==> src/rtl/dma_desc_pkg.sv <==
// Shared descriptor definitions for the descriptor memory and its fetch engine.
package dma_desc_pkg;

    localparam int unsigned NUM_DESCRIPTORS_DEFAULT = 16;

    typedef struct packed {
        logic [15:0] src_address;
        logic [15:0] dst_address;
        logic [31:0] payload_ptr;
    } descriptor_t;

    typedef enum logic [1:0] {
        IDLE = 2'd0,
        REQ  = 2'd1,
        CAPT = 2'd2,
        OUT  = 2'd3
    } fetch_state_t;

    // A null descriptor carries no payload and may be dropped by the fetcher.
    function automatic logic is_null_desc(input descriptor_t d);
        return d.payload_ptr == '0;
    endfunction

endpackage

==> src/rtl/descriptor_fetch_if.sv <==
// Descriptor memory read port plus the outgoing descriptor stream.
interface descriptor_fetch_if
    import dma_desc_pkg::*;
#(
    parameter int unsigned IDX_W = $clog2(NUM_DESCRIPTORS_DEFAULT)
);
    logic [IDX_W-1:0] mem_addr_o;
    logic [15:0]      mem_src_i;
    logic [15:0]      mem_dst_i;
    logic [31:0]      mem_ptr_i;

    logic             desc_valid_o;
    logic             desc_ready_i;
    logic [15:0]      desc_src_o;
    logic [15:0]      desc_dst_o;
    logic [31:0]      desc_ptr_o;
    logic [IDX_W-1:0] desc_idx_o;

    modport master (
        output mem_addr_o,
        input  mem_src_i,
        input  mem_dst_i,
        input  mem_ptr_i,
        output desc_valid_o,
        input  desc_ready_i,
        output desc_src_o,
        output desc_dst_o,
        output desc_ptr_o,
        output desc_idx_o
    );

    modport slave (
        input  mem_addr_o,
        output mem_src_i,
        output mem_dst_i,
        output mem_ptr_i,
        input  desc_valid_o,
        output desc_ready_i,
        input  desc_src_o,
        input  desc_dst_o,
        input  desc_ptr_o,
        input  desc_idx_o
    );

endinterface

==> src/rtl/desc_out_slice.sv <==
// Output holding register for one descriptor; loads only when load_i is high.
module desc_out_slice
    import dma_desc_pkg::*;
(
    input  logic        clk_i,
    input  logic        resetn_i,
    input  logic        load_i,
    input  descriptor_t desc_i,
    output descriptor_t desc_o
);

    descriptor_t desc_q;

    always_ff @(posedge clk_i or negedge resetn_i) begin
        if (!resetn_i) begin
            desc_q <= '0;
        end else if (load_i) begin
            desc_q <= desc_i;
        end
    end

    assign desc_o = desc_q;

endmodule

==> src/rtl/descriptor_fetch.sv <==
// Walks a wrapping range of descriptor slots through a registered-read memory and
// streams each descriptor out on valid/ready, optionally dropping null entries.
module descriptor_fetch
    import dma_desc_pkg::*;
#(
    parameter int unsigned NUM_DESCRIPTORS = NUM_DESCRIPTORS_DEFAULT,
    parameter int unsigned IDX_W           = $clog2(NUM_DESCRIPTORS),
    parameter bit          SKIP_NULL       = 1'b1
) (
    input  logic               clk_i,
    input  logic               resetn_i,
    input  logic               start_i,
    input  logic [IDX_W-1:0]   first_idx_i,
    input  logic [IDX_W:0]     count_i,
    input  logic               abort_i,
    output logic               busy_o,
    output logic               done_o,
    descriptor_fetch_if.master bus
);

    localparam logic [IDX_W:0] NumDesc = (IDX_W + 1)'(NUM_DESCRIPTORS);
    localparam logic [IDX_W:0] OneLeft = (IDX_W + 1)'(1);

    fetch_state_t     state_q, state_d;
    logic [IDX_W-1:0] cur_idx_q, cur_idx_d;
    logic [IDX_W:0]   remaining_q, remaining_d;
    logic [IDX_W-1:0] out_idx_q;
    logic             done_q, done_d;
    logic             load;
    logic             advance;
    descriptor_t      mem_desc;
    descriptor_t      out_desc;

    assign mem_desc = '{
        src_address: bus.mem_src_i,
        dst_address: bus.mem_dst_i,
        payload_ptr: bus.mem_ptr_i
    };

    always_comb begin
        state_d     = state_q;
        cur_idx_d   = cur_idx_q;
        remaining_d = remaining_q;
        done_d      = 1'b0;
        load        = 1'b0;
        advance     = 1'b0;

        case (state_q)
            IDLE: begin
                if (start_i && !abort_i) begin
                    if (count_i == '0) begin
                        // Empty walk completes without touching the memory.
                        done_d = 1'b1;
                    end else begin
                        state_d     = REQ;
                        cur_idx_d   = first_idx_i;
                        remaining_d = (count_i > NumDesc) ? NumDesc : count_i;
                    end
                end
            end
            REQ: begin
                state_d = CAPT;
            end
            CAPT: begin
                if (SKIP_NULL && is_null_desc(mem_desc)) begin
                    advance = 1'b1;
                end else begin
                    load    = 1'b1;
                    state_d = OUT;
                end
            end
            OUT: begin
                if (bus.desc_ready_i) begin
                    advance = 1'b1;
                end
            end
            default: begin
                state_d = IDLE;
            end
        endcase

        if (advance) begin
            remaining_d = remaining_q - 1'b1;
            cur_idx_d   = cur_idx_q + 1'b1;
            if (remaining_q == OneLeft) begin
                state_d = IDLE;
                done_d  = 1'b1;
            end else begin
                state_d = REQ;
            end
        end

        // Abort overrides everything, including a completing handshake's done pulse.
        if (abort_i && (state_q != IDLE)) begin
            state_d     = IDLE;
            cur_idx_d   = cur_idx_q;
            remaining_d = remaining_q;
            done_d      = 1'b0;
        end
    end

    always_ff @(posedge clk_i or negedge resetn_i) begin
        if (!resetn_i) begin
            state_q     <= IDLE;
            cur_idx_q   <= '0;
            remaining_q <= '0;
            out_idx_q   <= '0;
            done_q      <= 1'b0;
        end else begin
            state_q     <= state_d;
            cur_idx_q   <= cur_idx_d;
            remaining_q <= remaining_d;
            done_q      <= done_d;
            if (load) begin
                out_idx_q <= cur_idx_q;
            end
        end
    end

    desc_out_slice u_out_slice (
        .clk_i    (clk_i),
        .resetn_i (resetn_i),
        .load_i   (load),
        .desc_i   (mem_desc),
        .desc_o   (out_desc)
    );

    assign bus.mem_addr_o   = (state_q == IDLE) ? '0 : cur_idx_q;
    assign bus.desc_valid_o = (state_q == OUT);
    assign bus.desc_src_o   = out_desc.src_address;
    assign bus.desc_dst_o   = out_desc.dst_address;
    assign bus.desc_ptr_o   = out_desc.payload_ptr;
    assign bus.desc_idx_o   = out_idx_q;

    assign busy_o = (state_q != IDLE);
    assign done_o = done_q;

endmodule
==> src/flat_wrapper.sv <==
// flat-port wrapper written by rule: the top's interface ports become plain ports
module descriptor_fetch_flat import dma_desc_pkg::*;
#(
    parameter int unsigned NUM_DESCRIPTORS = NUM_DESCRIPTORS_DEFAULT,
    parameter int unsigned IDX_W           = $clog2(NUM_DESCRIPTORS),
    parameter bit          SKIP_NULL       = 1'b1
)
  (clk_i, resetn_i, start_i, first_idx_i, count_i, abort_i, busy_o, done_o, bus_mem_addr_o, bus_mem_src_i, bus_mem_dst_i, bus_mem_ptr_i, bus_desc_valid_o, bus_desc_ready_i, bus_desc_src_o, bus_desc_dst_o, bus_desc_ptr_o, bus_desc_idx_o);
  descriptor_fetch_if #(.IDX_W(IDX_W)) bus_i ();
  input  logic clk_i;
  input  logic resetn_i;
  input  logic start_i;
  input  logic [IDX_W-1:0] first_idx_i;
  input  logic [IDX_W:0] count_i;
  input  logic abort_i;
  output logic busy_o;
  output logic done_o;
  output wire logic [$bits(bus_i.mem_addr_o)-1:0] bus_mem_addr_o;
  input wire logic [$bits(bus_i.mem_src_i)-1:0] bus_mem_src_i;
  input wire logic [$bits(bus_i.mem_dst_i)-1:0] bus_mem_dst_i;
  input wire logic [$bits(bus_i.mem_ptr_i)-1:0] bus_mem_ptr_i;
  output wire logic [$bits(bus_i.desc_valid_o)-1:0] bus_desc_valid_o;
  input wire logic [$bits(bus_i.desc_ready_i)-1:0] bus_desc_ready_i;
  output wire logic [$bits(bus_i.desc_src_o)-1:0] bus_desc_src_o;
  output wire logic [$bits(bus_i.desc_dst_o)-1:0] bus_desc_dst_o;
  output wire logic [$bits(bus_i.desc_ptr_o)-1:0] bus_desc_ptr_o;
  output wire logic [$bits(bus_i.desc_idx_o)-1:0] bus_desc_idx_o;
  assign bus_mem_addr_o = bus_i.mem_addr_o;
  assign bus_i.mem_src_i = bus_mem_src_i;
  assign bus_i.mem_dst_i = bus_mem_dst_i;
  assign bus_i.mem_ptr_i = bus_mem_ptr_i;
  assign bus_desc_valid_o = bus_i.desc_valid_o;
  assign bus_i.desc_ready_i = bus_desc_ready_i;
  assign bus_desc_src_o = bus_i.desc_src_o;
  assign bus_desc_dst_o = bus_i.desc_dst_o;
  assign bus_desc_ptr_o = bus_i.desc_ptr_o;
  assign bus_desc_idx_o = bus_i.desc_idx_o;
  descriptor_fetch #(.NUM_DESCRIPTORS(NUM_DESCRIPTORS), .IDX_W(IDX_W), .SKIP_NULL(SKIP_NULL)) u_core (.clk_i(clk_i), .resetn_i(resetn_i), .start_i(start_i), .first_idx_i(first_idx_i), .count_i(count_i), .abort_i(abort_i), .busy_o(busy_o), .done_o(done_o), .bus(bus_i));
endmodule
==> config.mk <==
export PLATFORM = sky130hd
export DESIGN_NAME = descriptor_fetch_flat
export DESIGN_NICKNAME = d
export VERILOG_FILES = /design/src/rtl/dma_desc_pkg.sv /design/src/rtl/descriptor_fetch_if.sv /design/src/rtl/desc_out_slice.sv /design/src/rtl/descriptor_fetch.sv /design/src/flat_wrapper.sv
export SDC_FILE = /design/constraint.sdc
export NUM_CORES = 1
export LEC_CHECK = 0
export CORE_MARGIN = 2
export CORE_UTILIZATION = 40
export CTS_CLUSTER_SIZE = 24
export DETAILED_ROUTE_END_ITERATION = 10
export PLACE_DENSITY = 0.76
export REMOVE_ABC_BUFFERS = 1
export SLEW_MARGIN = 20
export SYNTH_ARGS = -nofsm -noshare
export SYNTH_HDL_FRONTEND = slang
export SYNTH_SLANG_ARGS = --single-unit
==> constraint.sdc <==
create_clock -name clk_i -period 2.3 [get_ports clk_i]
set_input_delay 0.345 -clock clk_i [delete_from_list [all_inputs] [get_ports clk_i]]
set_output_delay 0.345 -clock clk_i [all_outputs]
set_load 0.03 [all_outputs]
==> results of run 1 <==
## cells by family after synthesis
logic type                 count (synthesis)  share of synthesized area, %
DFF                                       80                          56.0
muxes                                     77                          24.4
and+or+nand+nor                           44                          7.84
AOI/OAI and AO/OA                         29                          6.44
buffers and inverters                     17                          2.31
adders and majority gates                  8                          2.80
xor gates and xnor gates                   1                         0.245
## synthesized netlist by cell type, drive strengths merged
cell type,count
or4,1
a221oi,1
o2111ai,1
mux2i,3
nor4,10
nand2,6
nand3b,2
nand4,3
inv,8
o31a,1
and2,1
a31oi,1
nor2b,5
nand3,1
o221ai,4
a2bb2oi,1
dfrtp,80
o22ai,2
nor2,7
o2bb2ai,3
o31ai,1
a21o,1
nor3,4
nand2b,4
xnor2,1
mux2,74
buf,8
o211ai,1
clkbuf,1
o21ai,7
ha,8
a21oi,5
## flip-flops by register name, indices dropped and copies added, names as in the netlist
register                   flops
u_core.u_out_slice.desc_o     64
u_core.remaining_q             5
u_core.bus.desc_idx_o          4
u_core.cur_idx_q               4
u_core.state_q                 2
u_core.done_o                  1
## per-layer routing
| layer | GRT usage (%) | up-vias | routed length (um) |
|---|---|---|---|
| met1 | 22.6 | 1307 | 3660 |
| met2 | 31.2 | 96 | 4210 |
| met3 | 5.46 | 12 | 670 |
| li1 | - | 1287 | - |
| met4 | 7.27 | 0 | 133 |
| met5 | 0 | - | 0 |
## final cells by class
cell class	instances	area [um^2]
sequential	80	2000
tap	108	135
clock buffer	9	124
inverter	8	30.0
multi-input combinational	159	1500
clock inverter	7	78.8
timing repair buffer	173	1710
fill	710	3090
## through the flow
stage          total power, mW  hold slack (ns)  utilization, %  worst slack (ns)  cells
6_report                  8.13            0.501            64.3             0.109    544
5_1_grt                   8.61            0.529            64.3            0.0326    544
4_1_cts                   8.24            0.508            64.3           0.00319    544
3_5_place_dp              7.15            0.347            61.9            -0.268    527
3_3_place_gp              7.05            0.345            61.9            -0.258    527
2_1_floorplan             5.20           0.0494               -            -0.949    247
## path summary, 6_finish.rpt
kind                                               start                             to  slack [ns]  cells past startpoint
max                                    bus_mem_ptr_i[17]            u_core.cur_idx_q[1]        0.11                      6
min                                             resetn_i       u_core.bus.desc_idx_o[2]        0.50                      2
max reg2reg                            u_core.state_q[1]            u_core.cur_idx_q[3]        0.27                      6
min reg2reg                u_core.u_out_slice.desc_o[50]  u_core.u_out_slice.desc_o[50]        0.51                      1
max in group asynchronous                       resetn_i  u_core.u_out_slice.desc_o[58]        1.25                      3
min in group clk_i         u_core.u_out_slice.desc_o[50]  u_core.u_out_slice.desc_o[50]        0.51                      1
## where the power goes
part           switching (mW)  internal, mW  leakage [nW]  total [mW]
Sequential              0.397          2.11         0.956        2.50
Clock                   0.563         0.515        0.0982        1.08
Combinational            2.39          2.17          1.30        4.55
Total                    3.34          4.79          2.36        8.13
## what timing repair did
action | in CTS | in global routing
gates resized for setup | 5 | 1
setup endpoints to repair | 5 | 1
pin swaps | 0 | 0
buffers inserted | 0 | 0
hold endpoints to repair | 34 | 0
hold buffers | 1 | 0
==> metrics.log, run 1 <==
[metrics] result of the run: complete, no violations
[metrics] worst vdd ir: 0.817 mV
[metrics] type of element capturing the critical path: register
[metrics] share of layout cells above drive strength 1: 27.1%
[metrics] DRC viols: 0
[metrics] post-detailed-routing wire length: 8680 um
[metrics] detailed-route wire length per cell: 16.0 um
[metrics] global-route wire length before repair: 14,400 um
[metrics] Core Footprint: 8680 um^2
[metrics] Sinks on Clock Net: 80
[metrics] setup TNS: 0 ns
[metrics] CP bufs+invs: 1
[metrics] Final Slew Violations: 0
[metrics] Placed Area: 5370 um^2
[metrics] total I/O pin count: 153
[metrics] arrival time of the worst setup path: 2.44 ns
[metrics] worst min-delay path class: in -> async
[metrics] full die area: 9710 um^2
[metrics] violation count after the first detailed-routing iteration: 75
[metrics] cell type with the highest aggregate area in the netlist: sky130_fd_sc_hd__dfrtp_1
[metrics] actual slew at the worst max-slew pin: 0.486 ns
[metrics] initial antenna violation count: 0
[metrics] crit path time final: 2.19 ns
[metrics] leading post-synthesis cells by cell area: sky130_fd_sc_hd__dfrtp_1 56%, sky130_fd_sc_hd__mux2_2 22%, sky130_fd_sc_hd__ha_1 2.8%, sky130_fd_sc_hd__nor4_1 1.1%, sky130_fd_sc_hd__nor4_2 1.1%
[metrics] TritonCTS buffer count: 9
[metrics] number of endpoints failing setup at the final stage: 0
[metrics] global-route usage over all layers: 18.6%
[metrics] maximum number of pins on one net before global-route repair: 43
[metrics] setup clock skew after layout: 0.00531 ns
[metrics] CP Cell Sequence: clkdlybuf4s50_1, nor4_2, nand4_2, o31a_1, mux2_4, mux2_2
[metrics] classification of the worst setup path: in -> reg
[metrics] HPWL reported at the end of detailed placement: 6580 um
[metrics] H-tree depth: 3
[metrics] standard cell with the maximum stage delay on the critical path: sky130_fd_sc_hd__clkdlybuf4s50_1
[metrics] final cycle utilization of the critical path: 95.3%
[metrics] leakage power summed over all cells: 2.36 nW
[metrics] maximum net fanout on the critical path: 4
[metrics] Yosys cell types: 42
[metrics] Placement Rows: 34
[metrics] cells after synthesis: 256
[metrics] Die Width: 98.5 um
[metrics] layout net count: 517
[metrics] worst-case clock buffer depth: 2
[metrics] Non-Filler Cell Area, Final: 5580 um^2
[metrics] hold violation total from the final report: 0
[metrics] Routed Antenna Nets: 0
[metrics] post-synth design cell area: 3570 um^2
[metrics] via count of the first global-routing pass: 2,953
[metrics] Critical Path Start Type: input port
[metrics] Final Wtd Congestion: 0.796
[metrics] vias: 2,702
[metrics] average cell area after synthesis: 14.0 um^2
[metrics] top cell type's share of synthesized area: 56.0%
[metrics] clock edge transition at the registers on the reported setup and hold paths: 0.09 ns
[metrics] most common library cell in the layout ignoring fill and taps: sky130_fd_sc_hd__clkdlybuf4s50_1
[metrics] commonest non-fill, non-tap cells in the layout: 146 x sky130_fd_sc_hd__clkdlybuf4s50_1, 80 x sky130_fd_sc_hd__dfrtp_1, 69 x sky130_fd_sc_hd__mux2_2
[metrics] first-pass detailed-route iteration total: 4
[metrics] CTS tree: done
[metrics] grt total ovfl: 0
[metrics] Skew-Pair Late Insertion Delay: 0.35 ns
[metrics] post-detailed-route via-to-cell ratio: 4.97
[metrics] Synthesis Warnings: 0
[metrics] setup repair after global routing missed its margin: no
[metrics] FMAX: 456 MHz
[metrics] power density cells: 1460 nW/um^2
[metrics] Buffers on Ports: 152
[metrics] sequential element share of the synthesized area: 56.0%
[metrics] antenna diode count: 0
[metrics] die height: 98.5 um
[metrics] starting density of the core: 41.2%
[metrics] Worst slew margin: 67.6%
[metrics] cell chosen for the clock root: sky130_fd_sc_hd__clkbuf_8
[metrics] number of max-cap violations: 0
[metrics] critical path required time: 2.55 ns
[metrics] cell family with most CP delay: simple AND/OR/NAND/NOR gates
[metrics] number of synthesized register bits: 80
[metrics] longest individual stage delay on the worst path: 0.44 ns
[metrics] relative area change from synthesis to final layout: 56.2%
No activity file was read; power rests on OpenSTA's default activity.
==> inputs of run 2 (changes only) <==
--- a/config.mk
+++ b/config.mk
@@ -11,6 +11,7 @@
 export DETAILED_ROUTE_END_ITERATION = 10
 export PLACE_DENSITY = 0.76
 export REMOVE_ABC_BUFFERS = 1
+export SETUP_SLACK_MARGIN = 0.4
 export SLEW_MARGIN = 20
 export SYNTH_ARGS = -nofsm -noshare
 export SYNTH_HDL_FRONTEND = slang
==> metrics.log, run 2 (synthesis gave the netlist of run 1 again) <==
[metrics] Power, Total: 8.40 mW
[metrics] setup repair after global routing missed its margin: yes
[metrics] setup TNS: 0 ns
[metrics] Sinks on Clock Net: 80
[metrics] detailed-route wire length per cell: 16.6 um
[metrics] maximum number of pins on one net before global-route repair: 37
[metrics] Cell Int Power: 4.94 mW
[metrics] switching share of power: 41.2%
[metrics] layout net count: 528
[metrics] worst-case clock buffer depth: 2
[metrics] worst min-delay path class: in -> reg
[metrics] commonest non-fill, non-tap cells in the layout: 109 x sky130_fd_sc_hd__clkdlybuf4s50_1, 80 x sky130_fd_sc_hd__dfrtp_1, 68 x sky130_fd_sc_hd__mux2_2
[metrics] Inst Count DP: 527
[metrics] Final Wtd Congestion: 0.796
[metrics] Skew-Pair Late Insertion Delay: 0.36 ns
[metrics] Reg2Reg Launch Point: u_core.state_q[1]
[metrics] DRC viols: 0
[metrics] Critical Path Start Type: input port
[metrics] Placement Rows: 34
[metrics] share of layout cells above drive strength 1: 34.2%
[metrics] power density cells: 1440 nW/um^2
[metrics] HPWL reported at the end of detailed placement: 6580 um
[metrics] register-to-register setup slack: 0.46 ns
[metrics] Non-Filler Cell Area, Final: 5830 um^2
[metrics] post-detailed-routing wire length: 9220 um
[metrics] Die Width: 98.5 um
[metrics] classification of the worst setup path: in -> reg
[metrics] critical path required time: 2.55 ns
[metrics] die height: 98.5 um
[metrics] FMAX: 535 MHz
[metrics] relative area change from synthesis to final layout: 63.0%
[metrics] Finished Core Util: 67.2%
[metrics] type of element capturing the critical path: register
[metrics] cell chosen for the clock root: sky130_fd_sc_hd__clkbuf_8
[metrics] via count of the first global-routing pass: 3,084
[metrics] startpoint of the tightest hold check path: bus_mem_ptr_i[26]
[metrics] worst-case reg-to-reg path depth: 7
[metrics] grt total ovfl: 0
[metrics] H-tree depth: 3
[metrics] Core Footprint: 8680 um^2
[metrics] first-pass detailed-route iteration total: 4
[metrics] Placed Area: 5370 um^2
[metrics] total I/O pin count: 153
[metrics] arrival time of the worst setup path: 2.12 ns
[metrics] violation count after the first detailed-routing iteration: 64
[metrics] starting density of the core: 41.2%
[metrics] Largest register FFs: 64
[metrics] Final Slew Violations: 0
[metrics] result of the run: complete, no violations
[metrics] TritonCTS buffer count: 9
[metrics] portion of total power attributed to sequential cells: 29.8%
[metrics] global-route wire length before repair: 15,200 um
[metrics] setup clock skew after layout: 0.00917 ns
[metrics] clock edge transition at the registers on the reported setup and hold paths: 0.09 ns
[metrics] RR Endpoint: u_core.remaining_q[2]
[metrics] proportion of power drawn by the clock network: 12.8%
[metrics] Routed Antenna Nets: 0
[metrics] crit path time final: 1.87 ns
[metrics] Worst slew margin: 67.9%
[metrics] antenna diode count: 0
[metrics] power dissipated by switching net loads: 3.46 mW
[metrics] Buffers on Ports: 152
[metrics] maximum net fanout on the critical path: 4
[metrics] final cycle utilization of the critical path: 81.2%
[metrics] number of endpoints failing setup at the final stage: 0
[metrics] post-detailed-route via-to-cell ratio: 5.11
[metrics] hold violation total from the final report: 0
[metrics] final-layout fill cell count: 670
[metrics] Logic pwr share: 57.4%
[metrics] leakage power summed over all cells: 2.55 nW
[metrics] non-filler instance count after layout: 555
[metrics] worst vdd ir: 0.837 mV
[metrics] most common library cell in the layout ignoring fill and taps: sky130_fd_sc_hd__clkdlybuf4s50_1
[metrics] global-route usage over all layers: 19.5%
[metrics] CTS tree: done
[metrics] vias: 2,836
[metrics] count of cells along the worst hold path: 2
[metrics] number of max-cap violations: 0
[metrics] actual slew at the worst max-slew pin: 0.482 ns
[metrics] full die area: 9710 um^2
[metrics] initial antenna violation count: 0
[metrics] capture endpoint of the worst hold path: u_core.u_out_slice.desc_o[26]
[run 2: changes by cell type in the layout (fill, tap and decap cells not counted), sizes merged]
cell | before | now
dlymetal6s2s | 1 | 6
clkbuf | 9 | 10
clkdlybuf4s50 | 146 | 109
clkdlybuf4s18 | 0 | 1
clkdlybuf4s15 | 0 | 7
buf | 21 | 34
dlygate4sd2 | 4 | 25
[run 2: through the flow]
step	setup WS [ns]	hold slack, ns
floorplan	-0.949	0.0494
finish	0.432	0.295
global route	0.382	0.286
detailed placement	-0.268	0.347
CTS	0.404	0.372
global placement	-0.258	0.345
[run 2: final cells by class]
class                           count  area, um^2  area share (%)
Timing Repair Buffer              184        1830            31.4
Sequential cell                    80        2000            34.3
Clock inverter                      7        78.8            1.35
Multi-Input combinational cell    159        1630            28.0
Tap cell                          108         135            2.32
Clock buffer                        9         124            2.13
Inverter                            8        30.0           0.515
[run 2: worst max path at each step]
stage / from / to / cells after the start
after global routing: u_core.state_q[1] / bus_desc_valid_o / 3
after global placement: bus_mem_ptr_i[17] / u_core.cur_idx_q[1] / 6
after detailed placement: bus_mem_ptr_i[17] / u_core.cur_idx_q[1] / 6
after CTS: bus_mem_ptr_i[1] / u_core.cur_idx_q[1] / 7
after floorplan: bus_mem_ptr_i[10] / u_core.bus.desc_idx_o[0] / 4
final: bus_mem_ptr_i[5] / u_core.cur_idx_q[1] / 7
[run 2: per-layer routing]
layer	vias up	track usage, %	part of all wire [%]
met3	15	5.53	8.0
met4	0	7.90	1.6
li1	1312	-	-
met2	107	33.2	49
met1	1402	23.4	41
met5	-	0	0
[run 2: power by group through the flow]
stage	clock network, mW	registers (mW)	logic [mW]
after global routing	1.18	2.60	5.10
after floorplan	0	3.71	1.49
after global placement	0	2.51	4.54
after CTS	1.12	2.50	4.77
after detailed placement	0	2.54	4.61
final	1.08	2.50	4.82
[run 2: timing repair]
item / 4_1_cts / 5_1_grt
cloned: 1 / 0
endpoints found under the setup margin: 86 / 65
pin swaps: 23 / 15
endpoints found under the hold margin: 34 / 0
hold buffers: 1 / 0
resized for setup: 68 / 31
setup buffers: 7 / 3
[run 2: worst max-delay path, stage by stage]
cell	delay, ns
sky130_fd_sc_hd__dlygate4sd2_1	0.27
sky130_fd_sc_hd__nor4_4	0.30
sky130_fd_sc_hd__nand4_1	0.15
sky130_fd_sc_hd__buf_6	0.17
sky130_fd_sc_hd__o31a_1	0.29
sky130_fd_sc_hd__mux2_4	0.31
sky130_fd_sc_hd__mux2_4	0.26
==> inputs of run 3 (changes only) <==
==> constraint.sdc (replaced) <==
create_clock -name clk_i -period 1.9 [get_ports clk_i]
set_input_delay 0.285 -clock clk_i [delete_from_list [all_inputs] [get_ports clk_i]]
set_output_delay 0.285 -clock clk_i [all_outputs]
set_load 0.03 [all_outputs]
==> metrics.log, run 3 (synthesis gave the netlist of run 1 again) <==
[metrics] total I/O pin count: 153
[metrics] final cycle utilization of the critical path: 94.1%
[metrics] detailed-routed wire length on met3: 870 um
[metrics] Buffers on Ports: 152
[metrics] power density cells: 1730 nW/um^2
[metrics] Finished Core Util: 76.0%
[metrics] critical path required time: 2.13 ns
[metrics] Worst slew margin: 74.1%
[metrics] Critical Path Start Type: register
[metrics] Largest register FFs: 64
[metrics] register-to-register setup slack: 0.11 ns
[metrics] DRC viols: 0
[metrics] setup clock skew after layout: 0.0143 ns
[metrics] via count of the first global-routing pass: 3,462
[metrics] setup TNS: 0 ns
[metrics] H-tree depth: 3
[metrics] global-route usage over all layers: 23.5%
[metrics] TritonCTS buffer count: 9
[metrics] Core Footprint: 8680 um^2
[metrics] antenna diode count: 0
[metrics] number of max-cap violations: 0
[metrics] worst vdd ir: 0.961 mV
[metrics] number of endpoints failing setup at the final stage: 0
[metrics] share of layout cells above drive strength 1: 49.6%
[metrics] starting density of the core: 41.2%
[metrics] tightest hold margin: 0.171 ns
[metrics] Die Width: 98.5 um
[metrics] standard cell with the maximum stage delay on the critical path: sky130_fd_sc_hd__dfrtp_2
[metrics] Detail Route met2 WL: 6180 um
[metrics] FMAX: 559 MHz
[metrics] actual slew at the worst max-slew pin: 0.385 ns
[metrics] highest metal used: met4
[metrics] global-route wire length before repair: 18,000 um
[metrics] die height: 98.5 um
[metrics] layout net count: 571
[metrics] violation count after the first detailed-routing iteration: 106
[metrics] worst-case reg-to-reg path depth: 8
[metrics] Sinks on Clock Net: 80
[metrics] final worst setup slack: 0.112 ns
[metrics] cell family with most CP delay: buffers and inverters
[metrics] hold violation total from the final report: 0
[metrics] HPWL reported at the end of detailed placement: 6720 um
[metrics] most common library cell in the layout ignoring fill and taps: sky130_fd_sc_hd__dfrtp_1
[metrics] count of cells along the worst hold path: 2
[metrics] worst min-delay path class: in -> reg
[metrics] wire length the detailed router placed on met1: 4780 um
[metrics] first-pass detailed-route iteration total: 4
[metrics] startpoint of the tightest hold check path: bus_mem_ptr_i[21]
[metrics] worst-case clock buffer depth: 2
[metrics] Placed Area: 5410 um^2
[metrics] Final Wtd Congestion: 0.780
[metrics] CP bufs+invs: 4
[metrics] cell chosen for the clock root: sky130_fd_sc_hd__clkbuf_8
[metrics] initial antenna violation count: 0
[metrics] worst slack after detailed placement: -0.543 ns
[metrics] post-detailed-route via-to-cell ratio: 5.27
[metrics] final-layout fill cell count: 545
[metrics] type of element capturing the critical path: register
[metrics] maximum net fanout on the critical path: 5
[metrics] result of the run: complete, no violations
[metrics] commonest non-fill, non-tap cells in the layout: 78 x sky130_fd_sc_hd__dfrtp_1, 72 x sky130_fd_sc_hd__dlygate4sd2_1, 54 x sky130_fd_sc_hd__mux2_4
[metrics] clock edge transition at the registers on the reported setup and hold paths: 0.09 ns
[metrics] RR Endpoint: u_core.remaining_q[1]
[metrics] Routed Antenna Nets: 0
[metrics] capture endpoint of the worst hold path: u_core.u_out_slice.desc_o[21]
[metrics] vias: 3,150
[metrics] crit path time final: 1.79 ns
[metrics] detailed-route wire length per cell: 20.3 um
[metrics] Reg2Reg Launch Point: u_core.state_q[0]
[metrics] arrival time of the worst setup path: 2.02 ns
[metrics] leakage power summed over all cells: 3.17 nW
[metrics] Skew-Pair Late Insertion Delay: 0.35 ns
[metrics] post-detailed-routing wire length: 12,100 um
[metrics] grt total ovfl: 0
[metrics] CTS tree: done
[metrics] Final Slew Violations: 0
[metrics] setup repair after global routing missed its margin: yes
[metrics] CP Cell Sequence: inv_4, ha_4, inv_4, buf_4, nor3_2, buf_4, o22ai_1, mux2_4
[metrics] maximum number of pins on one net before global-route repair: 58
[metrics] longest individual stage delay on the worst path: 0.45 ns
[metrics] relative area change from synthesis to final layout: 84.5%
[metrics] Placement Rows: 34
[metrics] full die area: 9710 um^2
[metrics] Non-Filler Cell Area, Final: 6590 um^2
[metrics] classification of the worst setup path: reg -> reg
run 3: cell types whose count changed in the layout (fill, tap and decap cells not counted), moves of 3 or more:
cell	before	now
sky130_fd_sc_hd__buf_2	2	17
sky130_fd_sc_hd__dlymetal6s2s_1	6	0
sky130_fd_sc_hd__clkbuf_2	1	7
sky130_fd_sc_hd__mux2_2	68	20
sky130_fd_sc_hd__clkdlybuf4s50_1	109	40
sky130_fd_sc_hd__buf_16	1	9
sky130_fd_sc_hd__dlygate4sd2_1	25	72
sky130_fd_sc_hd__buf_6	7	32
sky130_fd_sc_hd__ha_1	7	4
sky130_fd_sc_hd__buf_4	20	36
sky130_fd_sc_hd__nor4_2	5	1
sky130_fd_sc_hd__nor4_4	3	8
sky130_fd_sc_hd__mux2_4	4	54
run 3: how the worst max path moves through the flow:
stage | startpoint | end | slack (ns) | cells past startpoint
after global routing | bus_mem_ptr_i[6] | u_core.u_out_slice.desc_o[47] | 0.05 | 10
after CTS | u_core.state_q[0] | u_core.u_out_slice.desc_o[63] | 0.15 | 9
after global placement | bus_mem_ptr_i[2] | u_core.cur_idx_q[1] | -0.56 | 7
after detailed placement | bus_mem_ptr_i[2] | u_core.cur_idx_q[1] | -0.54 | 7
after floorplan | bus_mem_ptr_i[10] | u_core.bus.desc_idx_o[0] | -1.29 | 4
final | u_core.state_q[0] | u_core.remaining_q[1] | 0.11 | 8
run 3: final cells by class:
type                            instances  area [um^2]  area share, %
Clock inverter                          5         38.8          0.588
Sequential cell                        80         2000           30.4
Inverter                                8         35.0          0.531
Timing Repair Buffer                  227         2260           34.3
Multi-Input combinational cell        159         1980           30.0
Clock buffer                           11          141           2.14
Tap cell                              108          135           2.05
run 3: per-layer routing:
metal | global-route usage, % | vias to the layer above
met5 | 0 | -
met4 | 8.01 | 0
met3 | 7.23 | 25
met2 | 40.2 | 138
met1 | 28.1 | 1586
li1 | - | 1401
run 3: worst register-to-register path: stages (launching register included):
cell and delay (ns):
sky130_fd_sc_hd__dfrtp_2 0.45, sky130_fd_sc_hd__inv_4 0.09, sky130_fd_sc_hd__ha_4 0.15, sky130_fd_sc_hd__inv_4 0.05, sky130_fd_sc_hd__buf_4 0.13, sky130_fd_sc_hd__nor3_2 0.22, sky130_fd_sc_hd__buf_4 0.20, sky130_fd_sc_hd__o22ai_1 0.09
sky130_fd_sc_hd__mux2_4 0.27
run 3: repair_timing:
| action | in CTS | in global routing |
|---|---|---|
| pin swaps | 28 | 16 |
| resized for setup | 292 | 65 |
| hold buffers | 1 | 0 |
| buffers inserted | 24 | 13 |
| endpoints found under the setup margin | 155 | 86 |
| endpoints found under the hold margin | 23 | 0 |
| gates cloned | 9 | 2 |
run 3: report_power, final:
group          switching (mW)  leakage [nW]  total [mW]  internal, mW
sequential              0.538         0.954        3.09          2.56
clock                   0.662        0.0903        1.18         0.521
combinational            3.60          2.13        7.11          3.51
total                    4.80          3.17        11.4          6.58
run 3: metrics by stage:
step / power, mW / instances
after floorplan: 6.30 / 247
after global placement: 8.57 / 533
after detailed placement: 8.72 / 533
after CTS: 10.8 / 583
after global routing: 11.9 / 598
final: 11.4 / 598
